<file path="src/rtl/uart_cmd_decoder.sv">
// UART 8N1 receiver with ASCII command decoder.
// Received bytes become single-cycle run/stop and clear pulses plus a toggled
// display-mode level. The reset input is asynchronous and active-low.
module uart_cmd_decoder #(
    parameter int CLK_FREQ = 100_000_000,
    parameter int BAUD     = 9600,
    parameter int OVS      = 16
) (
    input  logic       clk,
    input  logic       rst,
    input  logic       rx,
    output logic [7:0] o_rx_data,
    output logic       o_rx_done,
    output logic       o_frame_err,
    output logic       o_runstop,
    output logic       o_clear,
    output logic       o_mode
);

    localparam int DIV = CLK_FREQ / (BAUD * OVS);
    localparam int DW  = (DIV > 1) ? $clog2(DIV) : 1;

    typedef enum logic [2:0] {
        S_IDLE,
        S_START,
        S_DATA,
        S_STOP,
        S_BREAK
    } state_t;

    logic          rx_meta_q, rx_sync_q;
    logic [DW-1:0] div_cnt_q, div_cnt_d;
    logic          tick;

    state_t        state_q, state_d;
    logic [3:0]    tick_cnt_q, tick_cnt_d;
    logic [2:0]    bit_cnt_q, bit_cnt_d;
    logic [7:0]    shift_q, shift_d;
    logic [7:0]    rx_data_q, rx_data_d;
    logic          rx_done_q, rx_done_d;
    logic          frame_err_q, frame_err_d;
    logic          runstop_q, runstop_d;
    logic          clear_q, clear_d;
    logic          mode_q, mode_d;

    // Two-flop synchronizer; resets to the idle-high line level.
    always_ff @(posedge clk or negedge rst) begin
        if (!rst) begin
            rx_meta_q <= 1'b1;
            rx_sync_q <= 1'b1;
        end else begin
            rx_meta_q <= rx;
            rx_sync_q <= rx_meta_q;
        end
    end

    // Free-running oversample tick divider.
    always_comb begin
        tick      = (div_cnt_q == DW'(DIV - 1));
        div_cnt_d = tick ? '0 : div_cnt_q + DW'(1);
    end

    // Receive FSM next state plus registered command decode of the previous byte.
    always_comb begin
        state_d     = state_q;
        tick_cnt_d  = tick_cnt_q;
        bit_cnt_d   = bit_cnt_q;
        shift_d     = shift_q;
        rx_data_d   = rx_data_q;
        rx_done_d   = 1'b0;
        frame_err_d = 1'b0;
        runstop_d   = 1'b0;
        clear_d     = 1'b0;
        mode_d      = mode_q;

        case (state_q)
            // Start edge is accepted on any clock so back-to-back frames are not lost.
            S_IDLE: begin
                if (!rx_sync_q) begin
                    tick_cnt_d = 4'd0;
                    state_d    = S_START;
                end
            end
            S_START: begin
                if (tick) begin
                    if (tick_cnt_q == 4'd7) begin
                        if (rx_sync_q) begin
                            state_d = S_IDLE;
                        end else begin
                            tick_cnt_d = 4'd0;
                            bit_cnt_d  = 3'd0;
                            state_d    = S_DATA;
                        end
                    end else begin
                        tick_cnt_d = tick_cnt_q + 4'd1;
                    end
                end
            end
            S_DATA: begin
                if (tick) begin
                    if (tick_cnt_q == 4'd15) begin
                        tick_cnt_d = 4'd0;
                        shift_d    = {rx_sync_q, shift_q[7:1]};
                        bit_cnt_d  = bit_cnt_q + 3'd1;
                        if (bit_cnt_q == 3'd7) begin
                            state_d = S_STOP;
                        end
                    end else begin
                        tick_cnt_d = tick_cnt_q + 4'd1;
                    end
                end
            end
            S_STOP: begin
                if (tick) begin
                    if (tick_cnt_q == 4'd15) begin
                        tick_cnt_d = 4'd0;
                        if (rx_sync_q) begin
                            rx_data_d = shift_q;
                            rx_done_d = 1'b1;
                            state_d   = S_IDLE;
                        end else begin
                            frame_err_d = 1'b1;
                            state_d     = S_BREAK;
                        end
                    end else begin
                        tick_cnt_d = tick_cnt_q + 4'd1;
                    end
                end
            end
            // A held-low line reports one framing error, then waits for idle.
            S_BREAK: begin
                if (rx_sync_q) begin
                    state_d = S_IDLE;
                end
            end
            default: state_d = S_IDLE;
        endcase

        if (rx_done_q) begin
            case (rx_data_q)
                8'h52, 8'h72: runstop_d = 1'b1;
                8'h43, 8'h63: clear_d   = 1'b1;
                8'h4D, 8'h6D: mode_d    = ~mode_q;
                default: ;
            endcase
        end
    end

    // Single state register for the FSM, counters, data path and outputs.
    always_ff @(posedge clk or negedge rst) begin
        if (!rst) begin
            div_cnt_q   <= '0;
            state_q     <= S_IDLE;
            tick_cnt_q  <= 4'd0;
            bit_cnt_q   <= 3'd0;
            shift_q     <= 8'd0;
            rx_data_q   <= 8'd0;
            rx_done_q   <= 1'b0;
            frame_err_q <= 1'b0;
            runstop_q   <= 1'b0;
            clear_q     <= 1'b0;
            mode_q      <= 1'b0;
        end else begin
            div_cnt_q   <= div_cnt_d;
            state_q     <= state_d;
            tick_cnt_q  <= tick_cnt_d;
            bit_cnt_q   <= bit_cnt_d;
            shift_q     <= shift_d;
            rx_data_q   <= rx_data_d;
            rx_done_q   <= rx_done_d;
            frame_err_q <= frame_err_d;
            runstop_q   <= runstop_d;
            clear_q     <= clear_d;
            mode_q      <= mode_d;
        end
    end

    assign o_rx_data   = rx_data_q;
    assign o_rx_done   = rx_done_q;
    assign o_frame_err = frame_err_q;
    assign o_runstop   = runstop_q;
    assign o_clear     = clear_q;
    assign o_mode      = mode_q;

endmodule

</file>
<file path="config.mk">
export PLATFORM = sky130hd
export DESIGN_NAME = uart_cmd_decoder
export DESIGN_NICKNAME = d
export VERILOG_FILES = /design/src/rtl/uart_cmd_decoder.sv
export SDC_FILE = /design/constraint.sdc
export NUM_CORES = 1
export LEC_CHECK = 0
export ABC_AREA = 1
export CORE_MARGIN = 1.5
export CORE_UTILIZATION = 35
export DETAILED_ROUTE_END_ITERATION = 10
export GPL_TIMING_DRIVEN = 0
export PLACE_DENSITY_LB_ADDON = 0.12
export SETUP_SLACK_MARGIN = 0.1
export SLEW_MARGIN = 20
export SYNTH_ARGS = -nofsm -noshare
export SYNTH_HDL_FRONTEND = slang
export SYNTH_SLANG_ARGS = --single-unit
</file>
<file path="constraint.sdc">
create_clock -name clk -period 3.5 [get_ports clk]
set_clock_uncertainty 0.2 [all_clocks]
set_input_delay 0.875 -clock clk [delete_from_list [all_inputs] [get_ports clk]]
set_output_delay 0.875 -clock clk [all_outputs]
set_load 0.05 [all_outputs]
</file>
# Word level (Yosys, flattened, before mapping)

Cells that the tools add are included.

Bits in registers: 43
Latch bits: 0
RAM bits: 0
ROM bits: 0
Input port bits: 3
Output and inout port bits: 13
Word-level logic and storage cells: 92
Memories: 0

$add $sub $neg: 3
Multiply operators: 0
Div/mod/pow operators: 0
$lt $le $gt $ge: 0
Equality and inequality tests: 25
Shifts and indexed selects: 0
Muxes and demuxes: 37
Bitwise logic cells: 1
Reductions and logical operators: 13

Operators with widths:

| kind                    | number |
|---|---|
| $eq A8 B7 Y1 const B    | 6 |
| $mux W3                 | 15 |
| $mux W4                 | 5 |
| $ne A2 B2 Y1 const B    | 10 |
| $pmux W3 S5             | 1 |
| $mux W1                 | 12 |
| $pmux W4 S3             | 1 |
| $add A10 B1 Y10 const B | 1 |
| $eq A10 B10 Y1 const B  | 1 |
| $mux W10                | 1 |
| $reduce_and A9 Y1       | 1 |
| $reduce_or A2 Y1        | 4 |
| $eq A3 B2 Y1 const B    | 2 |
| $eq A3 B3 Y1 const B    | 2 |
| $pmux W3 S2             | 1 |
| $reduce_and A3 Y1       | 2 |
| $reduce_and A6 Y1       | 1 |
| $add A4 B1 Y4 const B   | 1 |
| $eq A4 B3 Y1 const B    | 1 |
| $eq A4 B4 Y1 const B    | 1 |
| $reduce_and A4 Y1       | 1 |
| $add A3 B1 Y3 const B   | 1 |
| $eq A3 B1 Y1 const B    | 1 |
| $logic_not A3 Y1        | 1 |
| other kinds (6)         | 6 |

# Depth between registers and ports, before layout

Depth in word-level cells: 5
Gate-level depth with buffers: 10
Depth with buffers taken out: 10

# Least setup slack after synthesis

OpenSTA, ideal clock, no wires.

Kind: register to output
From: register rx_data_q[1], in the netlist o_rx_data[1]
To: output o_rx_data[1]
Arrival time: 630 ps
Required time: 2,425 ps
Path slack: 1,795 ps
Cell stages (with the launch flop): 1
Buffers on the path: 0
Cells stage by stage: dfrtp_1

RTL lines:

| item                     | RTL line | source |
|---|---|---|
| start: declaration       | 39       | `logic [7:0] rx_data_q, rx_data_d;` |
| start signal: assignment | 169      | `rx_data_q <= rx_data_d;` |
| end: declaration         | 12       | `output logic [7:0] o_rx_data,` |

No word-level cell between the ends.

# Final worst setup path

From: register rx_data_q[4], in the netlist o_rx_data[4]
To: output o_rx_data[4]

No word-level cell between the ends.

==> run_results.csv <==
group,metric,value,unit
global_routing,grt_max_degree,25,
logic_synthesis,synth_top_cell_by_area,"dfrtp_1",
logic_synthesis,netlist_area,2180,um2
clock_network,h-tree-depth,2,
logic_synthesis,postSynthAreaPerCell,8.47,um2
timing,min_period,2620,ps
cells_and_area,area_delta_synth_final,15.8,%
logic_synthesis,ys_seq_area_share,49.4,%
clock_network,clock-sinks,43,
cells_and_area,fillers,603,
clock_network,root_buffer,"clkbuf_8",
routing,dr_total_vias,1649,
timing,totalNegativeSetupSlack,0,ps
worst_hold_path,hold_path.class,"reg2reg",
timing,worst_slew_pin_slew,500,ps
timing,hold_violations,0,
clock_network,cts_buffers,5,
timing,setup_violations,0,
placed_design,dp_hpwl,3.09,mm
cells_and_area,nNetsFinal,289,
clock_network,postCtsSetupRepairBufs,0,
logic_synthesis,syn_nets,266,
setup_path,path_delay_family,"buffers and inverters",
global_routing,grt_pass1_vias,1587,
global_routing,grt_pass1_wl,7.35,mm
global_routing,antenna_found_initial,0,
clock_network,cts_tree,"done",
clock_network,cts.hold.buffers_added,0,
setup_path,crit_path_max_incr_delay,830,ps
clock_network,cts_resized,0,
routing,antenna_left,0,
logic_synthesis,yosysMostFrequentCell,"nand2_1",
die,dieArea,6720,um2
routing,via_per_inst,4.62,
die,start_util,36.5,%
timing,fmax,382,MHz
clock_network,clk_latency,300,ps
cells_and_area,num_antenna_cells,0,
setup_path,path_buf_inv,1,
global_routing,track_usage,14.5,%
power,leakagePower,0.00120,uW
die,io_pins,16,
logic_synthesis,yosysWarningCount,0,
setup_path,critPathCaptureType,"output port",
setup_path,critPathSlowestCell,"clkdlybuf4s50_1",
setup_path,cp_cell_sequence,"clkdlybuf4s50_1",
routing,drt_iter0_markers,33,
logic_synthesis,ys_ff_latch,43,
logic_synthesis,ys_top_cells_by_area,"dfrtp_1 (47%), nand2_1 (11%), o21ai_2 (6.0%)",
routing,drt_wl_total,4.20,mm
job,drv_cap,0,
cells_and_area,multi_input_area,935,um2
cells_and_area,drive_gt1_share,16.3,%
setup_path,cp-start-kind,"register",
logic_synthesis,synth_top_cell_area_share,47.0,%
die,rows,28,
placed_design,numPortBuffers,15,
routing,avgRoutedWirePerCell,11.8,um
timing,rsz0062_at_grt,"no",
routing,dr.pass1.iters,4,
timing,slew_headroom,66.6,%
placed_design,place.gp.congestion,0.835,
setup_path,crit_arrival,1540,ps
cells_and_area,regArea,1080,um2
setup_path,critical_path_peak_fanout,4,
clock_network,cts.reportedPaths.clkPinSlew,80,ps
placed_design,detailed_place.area,2440,um2
routing,drc,0,
timing,min_period_over_period,74.8,%
global_routing,overflow,0,
power,p_per_area,328,nW/um2
die,die_y,82.0,um
outcome,status,"finished clean",
cells_and_area,final_area,2530,um2
timing,slew_viol_final,0,
logic_synthesis,synth_edf_count,0,
setup_path,critical_path_required,2420,ps
die,die_x,82.0,um
clock_network,ctsLongestPathBuffers,2,
logic_synthesis,synth_common_cells,"nand2_1 (63), dfrtp_1 (41), inv_1 (34)",
power,irDropWorstVdd,0.000153,V
logic_synthesis,synth-async-reset-ratio,100,%
logic_synthesis,synthCells,258,
setup_path,critPathKind,"reg2out",
die,core,5990,um2
logic_synthesis,ys_types,28,
logic_synthesis,ys.flop_type,"dfrtp_1",
## flip-flops by register name (all words and copies together), names as in the netlist
name and count:
div_cnt_q 10, o_rx_data 8, shift_q 8, tick_cnt_q 4, bit_cnt_q 3, state_q 3
o_clear 1, o_frame_err 1, o_mode 1, o_runstop 1, o_rx_done 1, rx_meta_q 1
rx_sync_q 1
## per-stage QoR
| step | std cells | power [uW] | util [%] | setup WS, ps | hold slack [ps] |
|---|---|---|---|---|---|
| after floorplan | 258 | 513 | - | 1790 | 145 |
| after global placement | 348 | 527 | 40.5 | 73.1 | 146 |
| after detailed placement | 349 | 529 | 40.8 | 1210 | 148 |
| after CTS | 357 | 848 | 42.2 | 864 | 160 |
| after global routing | 357 | 866 | 42.2 | 813 | 162 |
| final | 357 | 830 | 42.2 | 881 | 158 |
## path summary, 6_finish.rpt
check / startpoint / end / slack [ps] / depth (start not counted)
max: o_rx_data[4]$_DFFE_PN0P_ / o_rx_data[4] / 880 / 1
max reg2reg: tick_cnt_q[1]$_DFFE_PN0P_ / shift_q[5]$_DFFE_PN0P_ / 1610 / 9
min in group asynchronous: rst / tick_cnt_q[1]$_DFFE_PN0P_ / 330 / 1
max in group asynchronous: rst / o_rx_data[4]$_DFFE_PN0P_ / 2280 / 2
min reg2reg: rx_meta_q$_DFF_PN1_ / rx_sync_q$_DFF_PN1_ / 160 / 0
min: rx_meta_q$_DFF_PN1_ / rx_sync_q$_DFF_PN1_ / 160 / 0
## power by group
part | switching (uW) | total (uW) | internal, uW
combinational | 14.3 | 19.1 | 4.75
sequential | 0.216 | 499 | 498
clock | 173 | 312 | 140
total | 187 | 830 | 643
## cells in the final DEF (no fill, tap or decap), types with 4 or more instances in the layout
cell	synthesis	layout
clkbuf_8	0	5
clkdlybuf4s50_1	0	14
dfrtp_1	41	41
ha_1	5	5
inv_1	34	34
nand2_1	63	63
nand3_1	26	26
nand4_1	5	5
nor2_1	17	17
nor2_2	4	4
nor3_1	7	7
o21ai_0	8	8
o21ai_2	15	15
xor2_1	4	4
## metal layers
layer  vias up  global-route usage, %  part of all wire [%]
met2        10                   21.4                    44
li1        867                      -                     -
met3         7                   3.33                   1.7
met5         -                      0                     0
met1       765                   20.2                    52
met4         0                   6.61                   1.8
## area by class of cell
type | count | area share (%)
plain buffers | 3 | 1.09
clock buffers | 6 | 2.87
clock inverters | 2 | 0.495
inverters | 38 | 5.69
multi-input cells | 174 | 37.0
flip-flops and latches | 43 | 42.7
well taps | 75 | 3.71
repair buffers | 16 | 6.53
## cells by family (layout without fill, tap and decap cells)
kind of cell	Yosys count	count (layout)	share of synthesized area, %
flops	43	43	49.4
simple gates	134	134	28.1
buf+inv	41	65	7.85
fa+ha+maj	5	5	2.86
compound gates	30	30	9.79
xor+xnor	5	5	2.00
Note: power is estimated with default switching activity, not from simulation.
